## config.mk

```make
export PLATFORM = sky130hd
export DESIGN_NAME = memory_access_responder_flat
export DESIGN_NICKNAME = d
export VERILOG_FILES = /design/src/rtl/memory_access_responder_if.sv /design/src/rtl/memory_access_responder.sv /design/src/flat_wrapper.sv
export SDC_FILE = /design/constraint.sdc
export NUM_CORES = 1
export LEC_CHECK = 0
export CORE_ASPECT_RATIO = 1.1
export CORE_UTILIZATION = 46
export CTS_BUF_LIST = sky130_fd_sc_hd__clkbuf_16
export DETAILED_ROUTE_END_ITERATION = 12
export GPL_TIMING_DRIVEN = 0
export PLACE_DENSITY = 0.87
export SYNTH_ARGS = -nofsm -noshare
export SYNTH_HDL_FRONTEND = slang
export SYNTH_SLANG_ARGS = --single-unit
```

## constraint.sdc

```tcl
create_clock -name clock -period 2.2 [get_ports clock]
set_clock_uncertainty 0.1 [all_clocks]
set_input_delay 0.44 -clock clock [delete_from_list [all_inputs] [get_ports clock]]
set_output_delay 0.44 -clock clock [all_outputs]
set_load 0.01 [all_outputs]
```

## src/rtl/memory_access_responder_if.sv

```systemverilog
// Request/response and byte-RAM signals of the memory-access responder.
// The slave modport is the responder view; master is the requester plus RAM view.
interface memory_access_responder_if;
  logic        memory_access_load_byte;
  logic        memory_access_load_halfword;
  logic        memory_access_store_byte;
  logic        memory_access_store_halfword;
  logic [15:0] target_address;
  logic [15:0] target_data;
  logic [15:0] memory_data;
  logic        reset_memory_access;
  logic        busy;
  logic        access_error;
  logic [15:0] ram_address;
  logic        ram_read;
  logic        ram_write;
  logic [7:0]  ram_write_data;
  logic [7:0]  ram_read_data;
  logic        ram_ready;

  modport slave (
    input  memory_access_load_byte, memory_access_load_halfword,
    input  memory_access_store_byte, memory_access_store_halfword,
    input  target_address, target_data, ram_read_data, ram_ready,
    output memory_data, reset_memory_access, busy, access_error,
    output ram_address, ram_read, ram_write, ram_write_data
  );

  modport master (
    output memory_access_load_byte, memory_access_load_halfword,
    output memory_access_store_byte, memory_access_store_halfword,
    output target_address, target_data, ram_read_data, ram_ready,
    input  memory_data, reset_memory_access, busy, access_error,
    input  ram_address, ram_read, ram_write, ram_write_data
  );
endinterface

```

## src/rtl/memory_access_responder.sv

```systemverilog
// Services level-held byte/halfword load/store requests over a byte-wide RAM port
// with wait states and a per-beat timeout; retires each request with a one-cycle pulse.
module memory_access_responder #(
  parameter int unsigned TIMEOUT = 255
) (
  input logic                        clock,
  input logic                        reset,
  memory_access_responder_if.slave   mem_if
);

  localparam logic [1:0] IDLE  = 2'd0;
  localparam logic [1:0] BEAT0 = 2'd1;
  localparam logic [1:0] BEAT1 = 2'd2;
  localparam logic [1:0] DONE  = 2'd3;

  localparam logic [15:0] WAIT_LAST = 16'(TIMEOUT - 1);

  logic [1:0]  state_q, state_d;
  logic        is_load_q, is_load_d;
  logic        is_half_q, is_half_d;
  logic [15:0] addr_q, addr_d;
  logic [15:0] data_q, data_d;
  logic [7:0]  b0_q, b0_d;
  logic [15:0] wait_q, wait_d;
  logic [15:0] mem_data_q, mem_data_d;
  logic        retire_q, retire_d;
  logic        err_q, err_d;
  logic [15:0] ram_addr_q, ram_addr_d;
  logic        ram_rd_q, ram_rd_d;
  logic        ram_wr_q, ram_wr_d;
  logic [7:0]  ram_wdat_q, ram_wdat_d;

  logic lb, lh, sb, sh;
  logic any_req, multi_req, req_load;

  assign lb = mem_if.memory_access_load_byte;
  assign lh = mem_if.memory_access_load_halfword;
  assign sb = mem_if.memory_access_store_byte;
  assign sh = mem_if.memory_access_store_halfword;

  assign any_req   = lb | lh | sb | sh;
  assign multi_req = (lb & (lh | sb | sh)) | (lh & (sb | sh)) | (sb & sh);
  assign req_load  = lb | lh;

  always_comb begin
    state_d    = state_q;
    is_load_d  = is_load_q;
    is_half_d  = is_half_q;
    addr_d     = addr_q;
    data_d     = data_q;
    b0_d       = b0_q;
    wait_d     = wait_q;
    mem_data_d = mem_data_q;
    retire_d   = 1'b0;
    err_d      = err_q;
    ram_addr_d = ram_addr_q;
    ram_rd_d   = ram_rd_q;
    ram_wr_d   = ram_wr_q;
    ram_wdat_d = ram_wdat_q;

    case (state_q)
      IDLE: begin
        if (any_req) begin
          // Priority: load_byte > load_halfword > store_byte > store_halfword.
          is_load_d  = req_load;
          is_half_d  = !lb && (lh || !sb);
          addr_d     = mem_if.target_address;
          data_d     = mem_if.target_data;
          err_d      = err_q | multi_req;
          wait_d     = 16'd0;
          ram_addr_d = mem_if.target_address;
          ram_rd_d   = req_load;
          ram_wr_d   = !req_load;
          ram_wdat_d = mem_if.target_data[7:0];
          state_d    = BEAT0;
        end
      end

      BEAT0, BEAT1: begin
        if (mem_if.ram_ready) begin
          ram_rd_d = 1'b0;
          ram_wr_d = 1'b0;
          if (state_q == BEAT0) begin
            if (is_load_q) b0_d = mem_if.ram_read_data;
            if (is_half_q) begin
              wait_d     = 16'd0;
              ram_addr_d = addr_q + 16'd1;
              ram_rd_d   = is_load_q;
              ram_wr_d   = !is_load_q;
              ram_wdat_d = data_q[15:8];
              state_d    = BEAT1;
            end else begin
              if (is_load_q) mem_data_d = {8'h00, mem_if.ram_read_data};
              retire_d = 1'b1;
              state_d  = DONE;
            end
          end else begin
            if (is_load_q) mem_data_d = {mem_if.ram_read_data, b0_q};
            retire_d = 1'b1;
            state_d  = DONE;
          end
        end else if (wait_q == WAIT_LAST) begin
          // Abandon the access; the requester still gets its retire pulse.
          ram_rd_d = 1'b0;
          ram_wr_d = 1'b0;
          err_d    = 1'b1;
          retire_d = 1'b1;
          state_d  = DONE;
        end else begin
          wait_d = wait_q + 16'd1;
        end
      end

      default: begin
        state_d = IDLE;
      end
    endcase
  end

  always_ff @(posedge clock) begin
    if (reset) begin
      state_q    <= IDLE;
      is_load_q  <= 1'b0;
      is_half_q  <= 1'b0;
      addr_q     <= 16'd0;
      data_q     <= 16'd0;
      b0_q       <= 8'd0;
      wait_q     <= 16'd0;
      mem_data_q <= 16'd0;
      retire_q   <= 1'b0;
      err_q      <= 1'b0;
      ram_addr_q <= 16'd0;
      ram_rd_q   <= 1'b0;
      ram_wr_q   <= 1'b0;
      ram_wdat_q <= 8'd0;
    end else begin
      state_q    <= state_d;
      is_load_q  <= is_load_d;
      is_half_q  <= is_half_d;
      addr_q     <= addr_d;
      data_q     <= data_d;
      b0_q       <= b0_d;
      wait_q     <= wait_d;
      mem_data_q <= mem_data_d;
      retire_q   <= retire_d;
      err_q      <= err_d;
      ram_addr_q <= ram_addr_d;
      ram_rd_q   <= ram_rd_d;
      ram_wr_q   <= ram_wr_d;
      ram_wdat_q <= ram_wdat_d;
    end
  end

  assign mem_if.memory_data         = mem_data_q;
  assign mem_if.reset_memory_access = retire_q;
  assign mem_if.busy                = (state_q != IDLE);
  assign mem_if.access_error        = err_q;
  assign mem_if.ram_address         = ram_addr_q;
  assign mem_if.ram_read            = ram_rd_q;
  assign mem_if.ram_write           = ram_wr_q;
  assign mem_if.ram_write_data      = ram_wdat_q;

endmodule

```

## src/flat_wrapper.sv

```systemverilog
// flat-port wrapper written by rule: the top's interface ports become plain ports
module memory_access_responder_flat 
#(
  parameter int unsigned TIMEOUT = 255
)
  (clock, reset, mem_if_memory_access_load_byte, mem_if_memory_access_load_halfword, mem_if_memory_access_store_byte, mem_if_memory_access_store_halfword, mem_if_target_address, mem_if_target_data, mem_if_ram_read_data, mem_if_ram_ready, mem_if_memory_data, mem_if_reset_memory_access, mem_if_busy, mem_if_access_error, mem_if_ram_address, mem_if_ram_read, mem_if_ram_write, mem_if_ram_write_data);
  memory_access_responder_if mem_if_i ();
  input logic clock;
  input logic reset;
  input wire logic [$bits(mem_if_i.memory_access_load_byte)-1:0] mem_if_memory_access_load_byte;
  input wire logic [$bits(mem_if_i.memory_access_load_halfword)-1:0] mem_if_memory_access_load_halfword;
  input wire logic [$bits(mem_if_i.memory_access_store_byte)-1:0] mem_if_memory_access_store_byte;
  input wire logic [$bits(mem_if_i.memory_access_store_halfword)-1:0] mem_if_memory_access_store_halfword;
  input wire logic [$bits(mem_if_i.target_address)-1:0] mem_if_target_address;
  input wire logic [$bits(mem_if_i.target_data)-1:0] mem_if_target_data;
  input wire logic [$bits(mem_if_i.ram_read_data)-1:0] mem_if_ram_read_data;
  input wire logic [$bits(mem_if_i.ram_ready)-1:0] mem_if_ram_ready;
  output wire logic [$bits(mem_if_i.memory_data)-1:0] mem_if_memory_data;
  output wire logic [$bits(mem_if_i.reset_memory_access)-1:0] mem_if_reset_memory_access;
  output wire logic [$bits(mem_if_i.busy)-1:0] mem_if_busy;
  output wire logic [$bits(mem_if_i.access_error)-1:0] mem_if_access_error;
  output wire logic [$bits(mem_if_i.ram_address)-1:0] mem_if_ram_address;
  output wire logic [$bits(mem_if_i.ram_read)-1:0] mem_if_ram_read;
  output wire logic [$bits(mem_if_i.ram_write)-1:0] mem_if_ram_write;
  output wire logic [$bits(mem_if_i.ram_write_data)-1:0] mem_if_ram_write_data;
  assign mem_if_i.memory_access_load_byte = mem_if_memory_access_load_byte;
  assign mem_if_i.memory_access_load_halfword = mem_if_memory_access_load_halfword;
  assign mem_if_i.memory_access_store_byte = mem_if_memory_access_store_byte;
  assign mem_if_i.memory_access_store_halfword = mem_if_memory_access_store_halfword;
  assign mem_if_i.target_address = mem_if_target_address;
  assign mem_if_i.target_data = mem_if_target_data;
  assign mem_if_i.ram_read_data = mem_if_ram_read_data;
  assign mem_if_i.ram_ready = mem_if_ram_ready;
  assign mem_if_memory_data = mem_if_i.memory_data;
  assign mem_if_reset_memory_access = mem_if_i.reset_memory_access;
  assign mem_if_busy = mem_if_i.busy;
  assign mem_if_access_error = mem_if_i.access_error;
  assign mem_if_ram_address = mem_if_i.ram_address;
  assign mem_if_ram_read = mem_if_i.ram_read;
  assign mem_if_ram_write = mem_if_i.ram_write;
  assign mem_if_ram_write_data = mem_if_i.ram_write_data;
  memory_access_responder #(.TIMEOUT(TIMEOUT)) u_core (.clock(clock), .reset(reset), .mem_if(mem_if_i));
endmodule
```

Word level (Yosys, flattened, before mapping)
Cells that the tools add are included.
- add/subtract/negate cells: 2
- eq/ne operators: 14
- multiplexer cells: 45
- bitwise logic cells: 13
- reductions and logical operators: 21
- operator list (kind ; count):
    $mux 16 ; 13
    $pmux 16 s2 ; 2
    $add 16x1->16 const B ; 2
    $mux 8 ; 4
    $mux 1 ; 18
    $eq 16x8->1 const B ; 1
    $pmux 8 s2 ; 1
    $reduce_and 5->1 ; 3
    $ne 3x2->1 const B ; 3
    $or 1x1->1 ; 9
    $ne 2x1->1 const B ; 4
    $reduce_and 4->1 ; 2
    $reduce_bool 2->1 ; 4
    $mux 2 ; 3
    $ne 2x2->1 const B ; 3
    $pmux 1 s2 ; 3
    $logic_not 1->1 ; 4
    $pmux 2 s2 ; 1
    $reduce_and 2->1 ; 2
    $reduce_or 2->1 ; 2
    $and 1x1->1 ; 3
    $ne 3x3->1 const B ; 1
    $reduce_and 3->1 ; 1
    $eq 2x1->1 const B ; 1
    other kinds (5) ; 5
- register bits: 104
- output and inout port bits: 45
- word-level logic and storage cells: 109

Logic depth before layout (Yosys ltp)
- depth in word-level cells: 8
- mapped depth: 9
- mapped depth without buffers: 7

Worst setup path before layout
No wires, ideal clock.
- path kind: register -> register
- start: reg u_core.state_q[0]
- end: reg u_core.wait_q[6]
- setup time: 115 ps
- data arrival time: 1870 ps
- setup slack: 115 ps
- cell stages (with the launch flop): 8
- buffers on the path: 0
- period minus slack after synthesis: 2085 ps
- cell sequence: dfxtp_1 -> inv_1 -> ha_1 -> and2_4 -> a221oi_4 -> o211ai_1 -> o21a_1 -> o21ba_2
- longest elaborated chain between the ends: 4
- elaborated cells between the ends (all ways): 11
- those cells by class: eq/ne (6); mux (1); reduce/logical (4)
- RTL lines (element ; RTL line ; RTL):
    from (decl) ; memory_access_responder.sv:18 ; logic [1:0] state_q, state_d;
    from (signal assigned) ; memory_access_responder.sv:137 ; state_q <= state_d;
    $eq 2x2->1 / $eq 2x1->1 (equally long branches) ; memory_access_responder.sv:61, memory_access_responder.sv:83 ;
    $reduce_or 2->1 ; memory_access_responder.sv:61 ; case (state_q)
    $ne 3x2->1 (no source line) (tied with other cells) ; n/a ;
    $reduce_and 5->1 (no source line) ; n/a ;
    to (signal assigned) ; memory_access_responder.sv:143 ; wait_q <= wait_d;
    to (decl) ; memory_access_responder.sv:24 ; logic [15:0] wait_q, wait_d;
Parallel ways exist; a longest one is shown, timed or not.
A chain may end at the register's enable or synchronous reset.

Worst setup path in the final report
- start: in mem_if_memory_access_store_halfword
- end: reg u_core.ram_addr_q[0], in the netlist u_core.mem_if.ram_address[0]
- longest elaborated chain between the ends: 3
- RTL lines (element ; RTL line ; RTL):
    from (decl) ; flat_wrapper.sv:13 ; input wire logic [$bits(mem_if_i.memory_access_store_halfword)-1:0] mem_if_memory_access_store_halfword;
    $or 1x1->1 ; memory_access_responder.sv:41 ; assign any_req = lb | lh | sb | sh;
    $ne 2x1->1 (no source line) ; n/a ;
    $reduce_and 5->1 (no source line) ; n/a ;
    to (signal assigned) ; memory_access_responder.sv:147 ; ram_addr_q <= ram_addr_d;
    to (decl) ; memory_access_responder.sv:28 ; logic [15:0] ram_addr_q, ram_addr_d;
Every way passes these cells.

==> flow_summary.ini <==
[sta]
setup_violations = 0
rsz0062_at_grt = no
slew_viol_final = 0
hold_viol_final = 0
finalSetupTns_ps = 0
relSlewSlack = 0.591
worst_pin_slew_ps = 613
fin_crit_sh = 0.961
period_needed_ps = 2110
fmax_mhz = 473
setup_slack_ps = 86.0

[cells_and_area]
fin_cells = 768
areaGrowthSynthToFinish_pct = 31.4
n_antenna_cell = 0
drive_gt1_frac = 0.0983
nets = 700

[worst_setup_path]
cp-start-kind = primary input
worstSetupPathType = in -> reg
arrival_ps = 2280
cp_data_required_time_ps = 2360
crit_path_end_kind = register
crit_fanout = 17

[status]
status = complete, no violations

[detailed_routing]
first_pass_iters = 5
drc = 0
via_count = 4371
dr.first_iter.drc_count = 361
wl_per_cell_um = 16.1
via_per_inst = 5.69
antenna_left = 0
routed_wl_mm = 12.3

[clock_tree]
cts.sinks = 96
cts_hold_buf = 0
cts_tree = done
clock_latency_ps = 350
clock_path_buffers = 2
root_buffer = clkbuf_16
clk_pin_slew_ps = 70
cts-buffers-inserted = 9
htree_levels = 3

[logic_synthesis]
synth_cells = 541
synth-seq-cells = 96
synth_cell_type_count = 56
async_flop_share = 0
avgSynthCellArea_um2 = 8.36
syn_area_mm2 = 0.00452
synth_nets = 595
synth-edff-count = 0
ys.flop_type = dfxtp_1
seq_area_frac_synth = 0.425
ys_warn_count = 0

[grt]
grt_usage = 0.247
grt_pass1_wl_mm = 19.7
antenna_found_initial = 0
grt_pass1_vias = 4216
grt_max_degree = 18
grt-ovfl-total = 0

[floorplan]
initial_core_util = 0.479
ioPinCount = 92
dieArea_mm2 = 0.0102
die_w_um = 96.6
fp-row-count = 37
dieHeight_um = 106
coreArea_mm2 = 0.00944

[placement]
hpwl_mm = 8.80
place_ws_ps = -403
gp_congestion = 0.886
dp_cells = 749
portBuffers = 91

[hold_path]
hold_class = reg -> reg

[power_and_ir_drop]
leakagePower_nw = 2.15
vdd_drop_max_mv = 0.718
power_density_mw_per_mm2 = 1300
totalPowerFinal_mw = 7.70

[run]
cap_violations = 0
-- what timing repair did --
| item | 4_1_cts | 5_1_grt |
|---|---|---|
| buffers inserted | 3 | 2 |
| endpoints found under the setup margin | 24 | 47 |
| endpoints found under the hold margin | 0 | 0 |
| pin swaps | 2 | 0 |
| resized for setup | 8 | 20 |
-- power by group --
part           internal (mW)  switching, mW
registers               2.13          0.313
clock network          0.776          0.716
logic                   1.63           2.13
-- cell usage in the layout (no fill, tap or decap), drive strengths merged, types with 4 or more instances in the layout --
cell	n
a211o	8
a211oi	18
a21oi	59
and3	8
buf	15
clkbuf	29
clkdlybuf4s50	90
dfxtp	96
ha	7
inv	14
mux2i	22
nand2	104
nand2b	4
nand3	18
nand3b	10
nand4	9
nor2	45
nor3	11
nor4	7
o211ai	6
o21ai	14
or3	6
xnor2	11
xor2	7
-- path summary, 6_finish.rpt --
kind              cells after the start                                start                           end  slack, ps
setup / recovery                      8  mem_if_memory_access_store_halfword  u_core.mem_if.ram_address[0]         90
setup reg to reg                      8                    u_core.state_q[0]             u_core.wait_q[10]         90
hold reg to reg                       2         u_core.mem_if.ram_address[4]  u_core.mem_if.ram_address[4]        350
hold / removal                        2         u_core.mem_if.ram_address[4]  u_core.mem_if.ram_address[4]        350
-- cell families (layout without fill, tap and decap cells) --
kind of cell | Yosys count | in the layout | synth area share
DFF | 96 | 96 | 0.425
muxes | 22 | 22 | 0.0487
xor gates and xnor gates | 18 | 18 | 0.0348
buffers and inverters | 44 | 154 | 0.0415
adders and majority gates | 7 | 7 | 0.0194
AOI/OAI and AO/OA | 123 | 123 | 0.178
and+or+nand+nor | 231 | 231 | 0.253
-- cells in the mapped netlist (2+ instances only) --
library cell,number,area [um2]
a211o_1,8,70.1
a211oi_1,18,135
a21oi_1,57,285
a21oi_2,2,17.5
a31o_1,2,17.5
a31oi_1,2,12.5
and2_1,2,12.5
and3_1,8,50.1
buf_2,12,60.1
clkbuf_1,18,67.6
dfxtp_1,96,1920
ha_1,7,87.6
inv_1,12,45.0
mux2i_1,22,220
nand2_1,104,390
nand2b_1,4,25.0
nand3_1,16,80.1
nand3_4,2,35.0
nand3b_1,10,75.1
nand4_1,7,43.8
nor2_1,45,169
nor3_1,11,55.1
nor4_1,4,25.0
nor4_4,2,42.5
o2111ai_1,2,17.5
o211ai_1,6,45.0
o21ai_0,12,60.1
o311ai_0,2,17.5
or3_1,5,31.3
xnor2_1,11,96.3
xor2_1,7,61.3
-- routing by layer --
layer  routed length, um  share of wire  track usage
met3                 726          0.059       0.0501
met1                4920           0.40        0.296
met5                   0              0            0
met4                 202          0.016       0.0914
met2                6500           0.53        0.429
-- critical path, cell delays in order --
cell and delay [ps]:
clkdlybuf4s50_1 480, nor4_4 280, buf_4 200, a21oi_4 90, and3_1 160, clkbuf_4 220
buf_6 180, a211oi_1 210
-- per-stage QoR --
step           area (um2)  hold slack, ps  utilization
6_report             5940             351        0.629
5_1_grt              5940             371        0.629
4_1_cts              5890             352        0.623
3_5_place_dp         5580             342        0.591
3_3_place_gp         5580             341        0.591
2_1_floorplan        4520             336            -
-- final cells by class --
type / count / area, um2
Sequential cell: 96 / 1920
Clock inverter: 7 / 55.1
Fill cell: 784 / 3500
Timing Repair Buffer: 96 / 951
Tap cell: 117 / 146
Inverter: 12 / 45.0
Clock buffer: 9 / 225
Multi-Input combinational cell: 401 / 2440
Buffer: 30 / 151
-- sequential cells by signal (all words and copies together), names as in the netlist, 2 cells and up --
| signal | count |
|---|---|
| u_core.mem_if.memory_data | 16 |
| u_core.wait_q | 16 |
| u_core.mem_if.ram_address | 16 |
| u_core.state_q | 2 |
| u_core.mem_if.ram_write_data | 8 |
| u_core.addr_q | 16 |
| u_core.data_q | 8 |
| u_core.b0_q | 8 |
(Power assumes the default switching activity.)
